<file path="config.mk">
export PLATFORM = sky130hd
export DESIGN_NAME = mig_test_seq
export DESIGN_NICKNAME = d
export VERILOG_FILES = /design/src/rtl/mig_test_seq.sv
export SDC_FILE = /design/constraint.sdc
export NUM_CORES = 1
export LEC_CHECK = 0
export ABC_AREA = 1
export BUFFER_PORTS_ARGS = -buffer_cell sky130_fd_sc_hd__buf_2
export CAP_MARGIN = 15
export CORE_AREA = 3 3 139 141
export DETAILED_ROUTE_END_ITERATION = 7
export DIE_AREA = 0 0 142 144
export PLACE_DENSITY = 0.69
export SYNTH_ARGS = -nofsm -noshare
export SYNTH_HDL_FRONTEND = slang
export SYNTH_SLANG_ARGS = --single-unit
</file>
<file path="constraint.sdc">
create_clock -name clk_core -period 3.7 [get_ports clk_core]
set_input_delay 0 -clock clk_core [delete_from_list [all_inputs] [get_ports clk_core]]
set_output_delay 0 -clock clk_core [all_outputs]
set_load 0.01 [all_outputs]
</file>
<file path="src/rtl/mig_test_seq.sv">
// mig_test_seq: self-checking DDR3 traffic sequencer on the MIG user (app_*) side.
// After calibration, writes NUM_BURSTS deterministic bursts, reads them back in
// order, compares every returned beat, then raises test_stop/test_pass.
//
// Ports
//   clk_core, reset_n          clock, async active-low reset (sync release upstream)
//   init_calib_complete        MIG calibration done; only looked at before the test starts
//   app_addr/cmd/en, app_rdy   command channel (cmd 000 write, 001 read)
//   app_wdf_*                  write data channel; mask tied 0, end == wren
//   app_rd_data(_valid)        in-order read return
//   test_stop/test_pass        sticky finish flag and pass flag (pass valid with stop)
//   err_count, first_err_addr  saturating mismatch count, address of first bad burst
module mig_test_seq #(
  parameter int unsigned                ADDR_WIDTH = 28,
  parameter int unsigned                DATA_WIDTH = 128,
  parameter logic [ADDR_WIDTH-1:0]      BASE_ADDR  = '0,
  parameter int unsigned                NUM_BURSTS = 256,
  parameter int unsigned                ADDR_STEP  = 8
) (
  input  logic                      clk_core,
  input  logic                      reset_n,
  input  logic                      init_calib_complete,
  output logic [ADDR_WIDTH-1:0]     app_addr,
  output logic [2:0]                app_cmd,
  output logic                      app_en,
  input  logic                      app_rdy,
  output logic [DATA_WIDTH-1:0]     app_wdf_data,
  output logic [DATA_WIDTH/8-1:0]   app_wdf_mask,
  output logic                      app_wdf_wren,
  output logic                      app_wdf_end,
  input  logic                      app_wdf_rdy,
  input  logic [DATA_WIDTH-1:0]     app_rd_data,
  input  logic                      app_rd_data_valid,
  output logic                      test_stop,
  output logic                      test_pass,
  output logic [15:0]               err_count,
  output logic [ADDR_WIDTH-1:0]     first_err_addr
);

  localparam int WPB = DATA_WIDTH / 32;
  // Counters must hold the value NUM_BURSTS and the constant 2 used for the data lead.
  localparam int CW  = (NUM_BURSTS < 3) ? 2 : $clog2(NUM_BURSTS + 1);
  localparam logic [CW-1:0] N_C    = CW'(NUM_BURSTS);
  localparam logic [CW-1:0] LAST_C = CW'(NUM_BURSTS - 1);

  typedef enum logic [1:0] {S_WAIT_CAL, S_WRITE, S_READ, S_DONE} state_t;

  state_t                  state_q;
  logic [CW-1:0]           w_q, c_q, r_q, v_q;
  logic [15:0]             err_q;
  logic [ADDR_WIDTH-1:0]   ferr_q;
  logic                    stop_q, pass_q;

  function automatic logic [DATA_WIDTH-1:0] pattern(input logic [CW-1:0] i);
    logic [DATA_WIDTH-1:0] d;
    logic [31:0]           base;
    d    = '0;
    base = 32'(i) * 32'(WPB);
    for (int k = 0; k < WPB; k++)
      d[k*32 +: 32] = (base + 32'(k)) ^ 32'h5A5A_5A5A;
    return d;
  endfunction

  function automatic logic [ADDR_WIDTH-1:0] addr_of(input logic [CW-1:0] i);
    return BASE_ADDR + ADDR_WIDTH'(i) * ADDR_WIDTH'(ADDR_STEP);
  endfunction

  logic                    wr_ph, rd_ph;
  logic                    wdf_vld, cmd_vld_w, cmd_vld_r;
  logic                    w_acc, c_acc, r_acc, beat, mism;
  logic [CW-1:0]           lead;
  logic [DATA_WIDTH-1:0]   exp_rd;
  logic [15:0]             err_d;

  // Everything driven toward the MIG is decoded from registered state only,
  // so valid never depends combinationally on the same cycle's rdy.
  always_comb begin
    wr_ph     = (state_q == S_WRITE);
    rd_ph     = (state_q == S_READ);
    lead      = w_q - c_q;
    // Data may run ahead of its command by at most two bursts.
    wdf_vld   = wr_ph && (w_q < N_C) && (lead < CW'(2));
    // A write command is only issued once its data has already been accepted.
    cmd_vld_w = wr_ph && (c_q < N_C) && (c_q < w_q);
    cmd_vld_r = rd_ph && (r_q < N_C);
    w_acc     = wdf_vld & app_wdf_rdy;
    c_acc     = cmd_vld_w & app_rdy;
    r_acc     = cmd_vld_r & app_rdy;
    // Beats with no outstanding read (v >= r) are stray and ignored.
    beat      = rd_ph && app_rd_data_valid && (v_q < r_q);
    exp_rd    = pattern(v_q);
    mism      = beat && (app_rd_data != exp_rd);
    err_d     = (mism && (err_q != 16'hFFFF)) ? err_q + 16'd1 : err_q;
  end

  assign app_en         = cmd_vld_w | cmd_vld_r;
  assign app_cmd        = rd_ph ? 3'b001 : 3'b000;
  assign app_addr       = wr_ph ? addr_of(c_q) : (rd_ph ? addr_of(r_q) : '0);
  assign app_wdf_wren   = wdf_vld;
  assign app_wdf_end    = wdf_vld;
  assign app_wdf_data   = wr_ph ? pattern(w_q) : '0;
  assign app_wdf_mask   = '0;
  assign test_stop      = stop_q;
  assign test_pass      = pass_q;
  assign err_count      = err_q;
  assign first_err_addr = ferr_q;

  always_ff @(posedge clk_core or negedge reset_n) begin
    if (!reset_n) begin
      state_q <= S_WAIT_CAL;
      w_q     <= '0;
      c_q     <= '0;
      r_q     <= '0;
      v_q     <= '0;
      err_q   <= '0;
      ferr_q  <= '0;
      stop_q  <= 1'b0;
      pass_q  <= 1'b0;
    end else begin
      case (state_q)
        S_WAIT_CAL: if (init_calib_complete) state_q <= S_WRITE;
        S_WRITE: begin
          if (w_acc) w_q <= w_q + CW'(1);
          if (c_acc) begin
            c_q <= c_q + CW'(1);
            if (c_q == LAST_C) state_q <= S_READ;
          end
        end
        S_READ: begin
          if (r_acc) r_q <= r_q + CW'(1);
          if (beat) begin
            v_q   <= v_q + CW'(1);
            err_q <= err_d;
            if (mism && (err_q == 16'd0)) ferr_q <= addr_of(v_q);
            if (v_q == LAST_C) begin
              state_q <= S_DONE;
              stop_q  <= 1'b1;
              // Uses the post-update count so a bad final beat still fails the test.
              pass_q  <= (err_d == 16'd0);
            end
          end
        end
        default: stop_q <= 1'b1;
      endcase
    end
  end

endmodule

</file>
After elaboration in Yosys (flattened, before gate mapping)
Index checks and enable logic that the tools add are counted.

Flip-flop bits (word level): 65. Input bits: 134. Output and inout bits: 224. Word-level logic and storage cells: 88.

Add/sub/neg operators: 12. Magnitude comparators: 6. Equality and inequality tests: 11. Muxes and demuxes: 14. Bitwise operators: 13. Reductions and logical operators: 23.

Operators by type and width (number): 128-bit by 127-bit != test with 1-bit output (1); 127-bit two-way mux (1); 6-bit inverter with 16-bit output (6); 11-bit by 2-bit adder with 12-bit output, second input constant (4); 9-bit by 1-bit adder with 9-bit output, second input constant (4); 16-bit zero test (2); 5-bit inverter with 16-bit output (2); 9-bit less-than comparator, second input constant (3); 11-bit by 1-bit adder with 12-bit output, second input constant (2); 12-bit two-way mux (2); 9-bit by 8-bit == test with 1-bit output, second input constant (2); 9-bit less-than comparator (2); 16-bit by 1-bit adder with 16-bit output, second input constant (1); 16-bit two-way mux (1); 16-bit != test, second input constant (1); 1-bit logical AND (10); 2-bit two-way mux (5); 9-bit by 2-bit less-than comparator with 1-bit output, second input constant (1); 3-bit AND reduction (3); 9-bit subtractor (1); 2-bit by 1-bit != test with 1-bit output, second input constant (4); 2-bit AND reduction (4); 2-bit one-hot mux with 3 select lines (1); 6-bit AND reduction (1); 11 further kinds (15).

Logic depth before layout (Yosys ltp)
Word-level depth: 7. Mapped depth: 19. Mapped depth without buffers: 18.

Worst setup path after synthesis
No wires, ideal clock.

Kind: reg-to-reg. From: register state_q[1]. To: register w_q[4]. Library setup time: 117 ps. Arrival: 2889 ps. Data required time: 3583 ps. Path slack: 694 ps. Stages on the path, launching flop included: 15. Buffers on the path: 1. Clock period less this slack: 3006 ps. Path through: dfrtp_1 > inv_1 > ha_1 > buf_2 > inv_1 > nor2_1 > nand3_1 > nor3_1 > nand3_1 > nor2_1 > nand3_2 > nor2_2 > nand2_1 > nand2_1 > nand2_1.

Cells in the longest elaborated chain, start to end: 5.

Ends and longest elaborated chain: start, declared (RTL line 48) `state_t state_q;`; start signal, assigned (RTL line 110) `state_q <= S_WAIT_CAL;`; start signal, assigned (RTL line 121) `S_WAIT_CAL: if (init_calib_complete) state_q <= S_WRITE;`; start signal, assigned (RTL line 126) `if (c_q == LAST_C) state_q <= S_READ;`; 2-bit by 1-bit == test with 1-bit output (*) (RTL line 78) `wr_ph = (state_q == S_WRITE);`; net wr_ph (RTL line 68) `logic wr_ph, rd_ph;`; 1-bit logical AND (2 in series) (RTL line 82) `wdf_vld = wr_ph && (w_q < N_C) && (lead < CW'(2));`; 1-bit AND (RTL line 86) `w_acc = wdf_vld & app_wdf_rdy;`; 2-bit AND reduction (no line) (*); end signal, assigned (RTL line 123) `if (w_acc) w_q <= w_q + CW'(1);`; end, declared (RTL line 49) `logic [CW-1:0] w_q, c_q, r_q, v_q;`.

The timed path passes the listed nets; every way through them passes the cells marked *. A chain may end at the register's enable or synchronous reset.

Worst setup path after layout
From: register state_q[0]. To: register pass_q, in the netlist test_pass.

Cells in the longest elaborated chain, start to end: 7. Elaborated cells between the ends (all ways): 8. Those cells by class: eq/ne: 1; mux: 1; reduce/logical: 6.

Ends and longest elaborated chain: 2-bit == test (*) (RTL line 79, 120); 1-bit logical AND (2 in series) (RTL line 90) `beat = rd_ph && app_rd_data_valid && (v_q < r_q);`; 1-bit logical AND (RTL line 92) `mism = beat && (app_rd_data != exp_rd);`; 1-bit logical AND (RTL line 93) `err_d = (mism && (err_q != 16'hFFFF)) ? err_q + 16'd1 : err_q;`; 16-bit two-way mux (RTL line 93); 16-bit zero test (RTL line 139) `pass_q <= (err_d == 16'd0);`; end signal, assigned (RTL line 139); end, declared (RTL line 52) `logic stop_q, pass_q;`.

Mark *: on every way between the ends. The rest lies on a longest branch, timed or not.

==> run_results.csv <==
group,metric,value,unit
status,status,"complete, no violations",
yosys,syn_inst,961,
global_route,grt_antenna_before_repair,0,
critical_path,cp.arrival,2.90,ns
critical_path,timing.rr.end,"test_pass$_DFFE_PN0P_",
sta,skew,0.00720,ns
critical_path,endpoint_kind,"register",
drt,postRouteAntennaNets,0,
placement,post-place-ws,1.01,ns
die,die_y,144,um
yosys,ys_warn_count,0,
cts,ctsResizeCount,0,
sta,fin_ws,1.01,ns
placement,dp_hpwl,13800,um
sta,fin_crit_sh,0.728,
cts,cts_buffers,9,
power_and_ir_drop,finalPower,3.28,mW
drt,routedWlPerCell,12.1,um
cts,htreeDepth,3,
power_and_ir_drop,ir_drop,201,uV
sta,max-slew-margin-rel,0.377,
cts,clock_path_buffers,2,
critical_path,worstPathRequired,3.90,ns
cells_and_area,n_antenna_cell,0,
job,maxCapViolCount,0,
cells_and_area,area_growth,12.7,%
cells_and_area,drive_gt1_frac,0.268,
placement,place_area,7100,um^2
placement,placedCellCount,1357,
cells_and_area,final_area,7410,um^2
sta,fin_crit,2.69,ns
yosys,synth_seq_cells,65,
critical_path,crit_type,"register to register",
sta,drv_slew,0,
power_and_ir_drop,power_density,443,nW/um^2
yosys,synth_flop_cell,"dfrtp_1",
die,die_width,142,um
yosys,synth_cell_types,46,
drt,drc,0,
drt,drtPass1Iterations,4,
drt,vias,5948,
cts,clock_sinks,65,
critical_path,ff2ff_path_depth,14,
sta,tns,0,ns
hold_path,hold_start,"init_calib_complete",
sta,max_freq,371,MHz
yosys,async_flop_share,1.00,
die,dieArea,20400,um^2
die,initial_core_util,0.364,
global_route,grt_use_total,0.155,
cells_and_area,nets,1305,
placement,io_buffers,257,
yosys,synth_area,6580,um^2
cts,root_buffer,"clkbuf_16",
global_route,grt_pass1_wl,25500,um
critical_path,rrSetupSlack,1.01,ns
sta,worst_pin_slew,0.934,ns
hold_path,worstHoldPathCells,5,
critical_path,path_max_fanout,18,
cts,postCtsSetupBuffers,0,
critical_path,r2r_start,"state_q[0]$_DFFE_PN0P_",
global_route,grt_pass1_vias,5233,
cts,ctsHoldBuffers,2,
sta,setup-violations-final,0,
die,io-pin-count,358,
hold_path,hold_path_class,"input port to register",
sta,hold_viol_final,0,
yosys,syn_area_per_cell,6.85,um^2
global_route,grt_max_degree,56,
drt,wl,16600,um
power_and_ir_drop,cellLeakagePower,4.52,nW
cts,cts_tree,"yes",
cts,clock_insertion_delay_worst_skew,0.32,ns
cts,clk_pin_slew_worst_paths,0.06,ns
cells_and_area,layout.cells.non_filler,1375,
cells_and_area,final_util,0.410,
drt,viasPerCell,4.33,
die,rows,49,
global_route,grt-ovfl-total,0,
hold_path,holdPathEnd,"state_q[1]$_DFFE_PN0P_",
sta,rsz0062_at_grt,"no",
drt,drtIter0Drc,166,
sta,hold_ws,0.157,ns
die,core,18100,um^2
placement,place_congestion,0.865,
yosys,ys_seq_area_frac,0.247,
critical_path,critPathLaunchType,"register",
yosys,synth_enable_flop_cells,0,
how the worst max path moves through the flow:
stage / from / endpoint / slack (ns)
after floorplan: state_q[1]$_DFFE_PN0P_ / w_q[4]$_DFFE_PN0P_ / 0.69
after global placement: state_q[0]$_DFFE_PN0P_ / test_pass$_DFFE_PN0P_ / 1.13
after detailed placement: state_q[0]$_DFFE_PN0P_ / test_pass$_DFFE_PN0P_ / 1.01
after CTS: state_q[0]$_DFFE_PN0P_ / test_pass$_DFFE_PN0P_ / 0.99
after global routing: state_q[0]$_DFFE_PN0P_ / test_pass$_DFFE_PN0P_ / 0.68
final: state_q[0]$_DFFE_PN0P_ / test_pass$_DFFE_PN0P_ / 1.01
layer usage:
metal  global-route usage  routed length (um)  up-vias
li1                     -                   -     3047
met1                0.181                6500     2616
met2                0.283                8570      264
met3               0.0281                1180       21
met4               0.0576                 380        0
met5                    0                   0        -
cell usage in the layout, fill, tap and decap left out, types with 14 or more instances in the layout:
cell,n
buf_2,257
conb_1,100
dfrtp_1,65
ha_1,29
inv_1,108
nand2_1,257
nand3_1,39
nand4_1,19
nor2_1,94
nor3_1,14
o21ai_0,19
xor2_1,37
state kept, by name, summed over array words and instances, names as in the netlist:
signal / cells
v_q: 9
test_pass: 1
first_err_addr: 9
r_q: 9
state_q: 2
test_stop: 1
err_count: 16
c_q: 9
w_q: 9
Yosys cell counts, types with 2 or more instances:
library cell | n | area (um^2)
nor3_2 | 2 | 20.0
nand3_1 | 39 | 195
nand4_1 | 19 | 119
nor2b_1 | 3 | 18.8
a21oi_1 | 10 | 50.1
ha_1 | 29 | 363
nor3_1 | 14 | 70.1
nand2_2 | 5 | 31.3
a21oi_2 | 2 | 17.5
dfrtp_1 | 65 | 1630
buf_6 | 6 | 67.6
o31ai_1 | 2 | 15.0
buf_2 | 4 | 20.0
nand3b_1 | 2 | 15.0
xor2_1 | 37 | 324
inv_2 | 12 | 45.0
nand2_1 | 257 | 965
o21ai_1 | 11 | 55.1
inv_1 | 108 | 405
nor4_1 | 3 | 18.8
xnor2_1 | 12 | 105
nor2_1 | 94 | 353
nor2_2 | 3 | 18.8
buf_4 | 180 | 1350
clkbuf_1 | 3 | 11.3
o21ai_0 | 19 | 95.1
area by class of cell:
class	instances	area [um^2]
Tap cell	229	287
Sequential cell	65	1630
Clock inverter	3	40.0
Clock buffer	13	250
Fill cell	1865	10700
Multi-Input combinational cell	681	3420
Inverter	121	457
Timing Repair Buffer	263	1340
critical path, cell delays in order (launching register included):
cell,delay (ns)
dfrtp_1,0.41
inv_1,0.09
ha_1,0.38
nand2_1,0.11
nor2_1,0.11
nand4_1,0.11
a21oi_2,0.27
buf_4,0.29
nand3_4,0.22
o21ai_0,0.28
nor2_1,0.09
nand2_1,0.06
nor2_1,0.04
nand2_1,0.05
nand2_1,0.05
logic make-up after synthesis:
group                    after synthesis  synth area share
XOR/XNOR                              49            0.0652
other                                  1          0.000570
buffers and inverters                314             0.290
adder cells (fa/ha/maj)               30            0.0582
flip-flops                            65             0.247
AND/OR/NAND/NOR                      450             0.294
AO/OA/AOI/OAI                         52            0.0453
where the power goes:
| group | total, mW | switching [mW] | internal [mW] |
|---|---|---|---|
| registers | 0.893 | 0.122 | 0.770 |
| logic | 1.55 | 0.971 | 0.581 |
| clock network | 0.840 | 0.301 | 0.538 |
| total | 3.28 | 1.39 | 1.89 |
(Power assumes the default switching activity.)
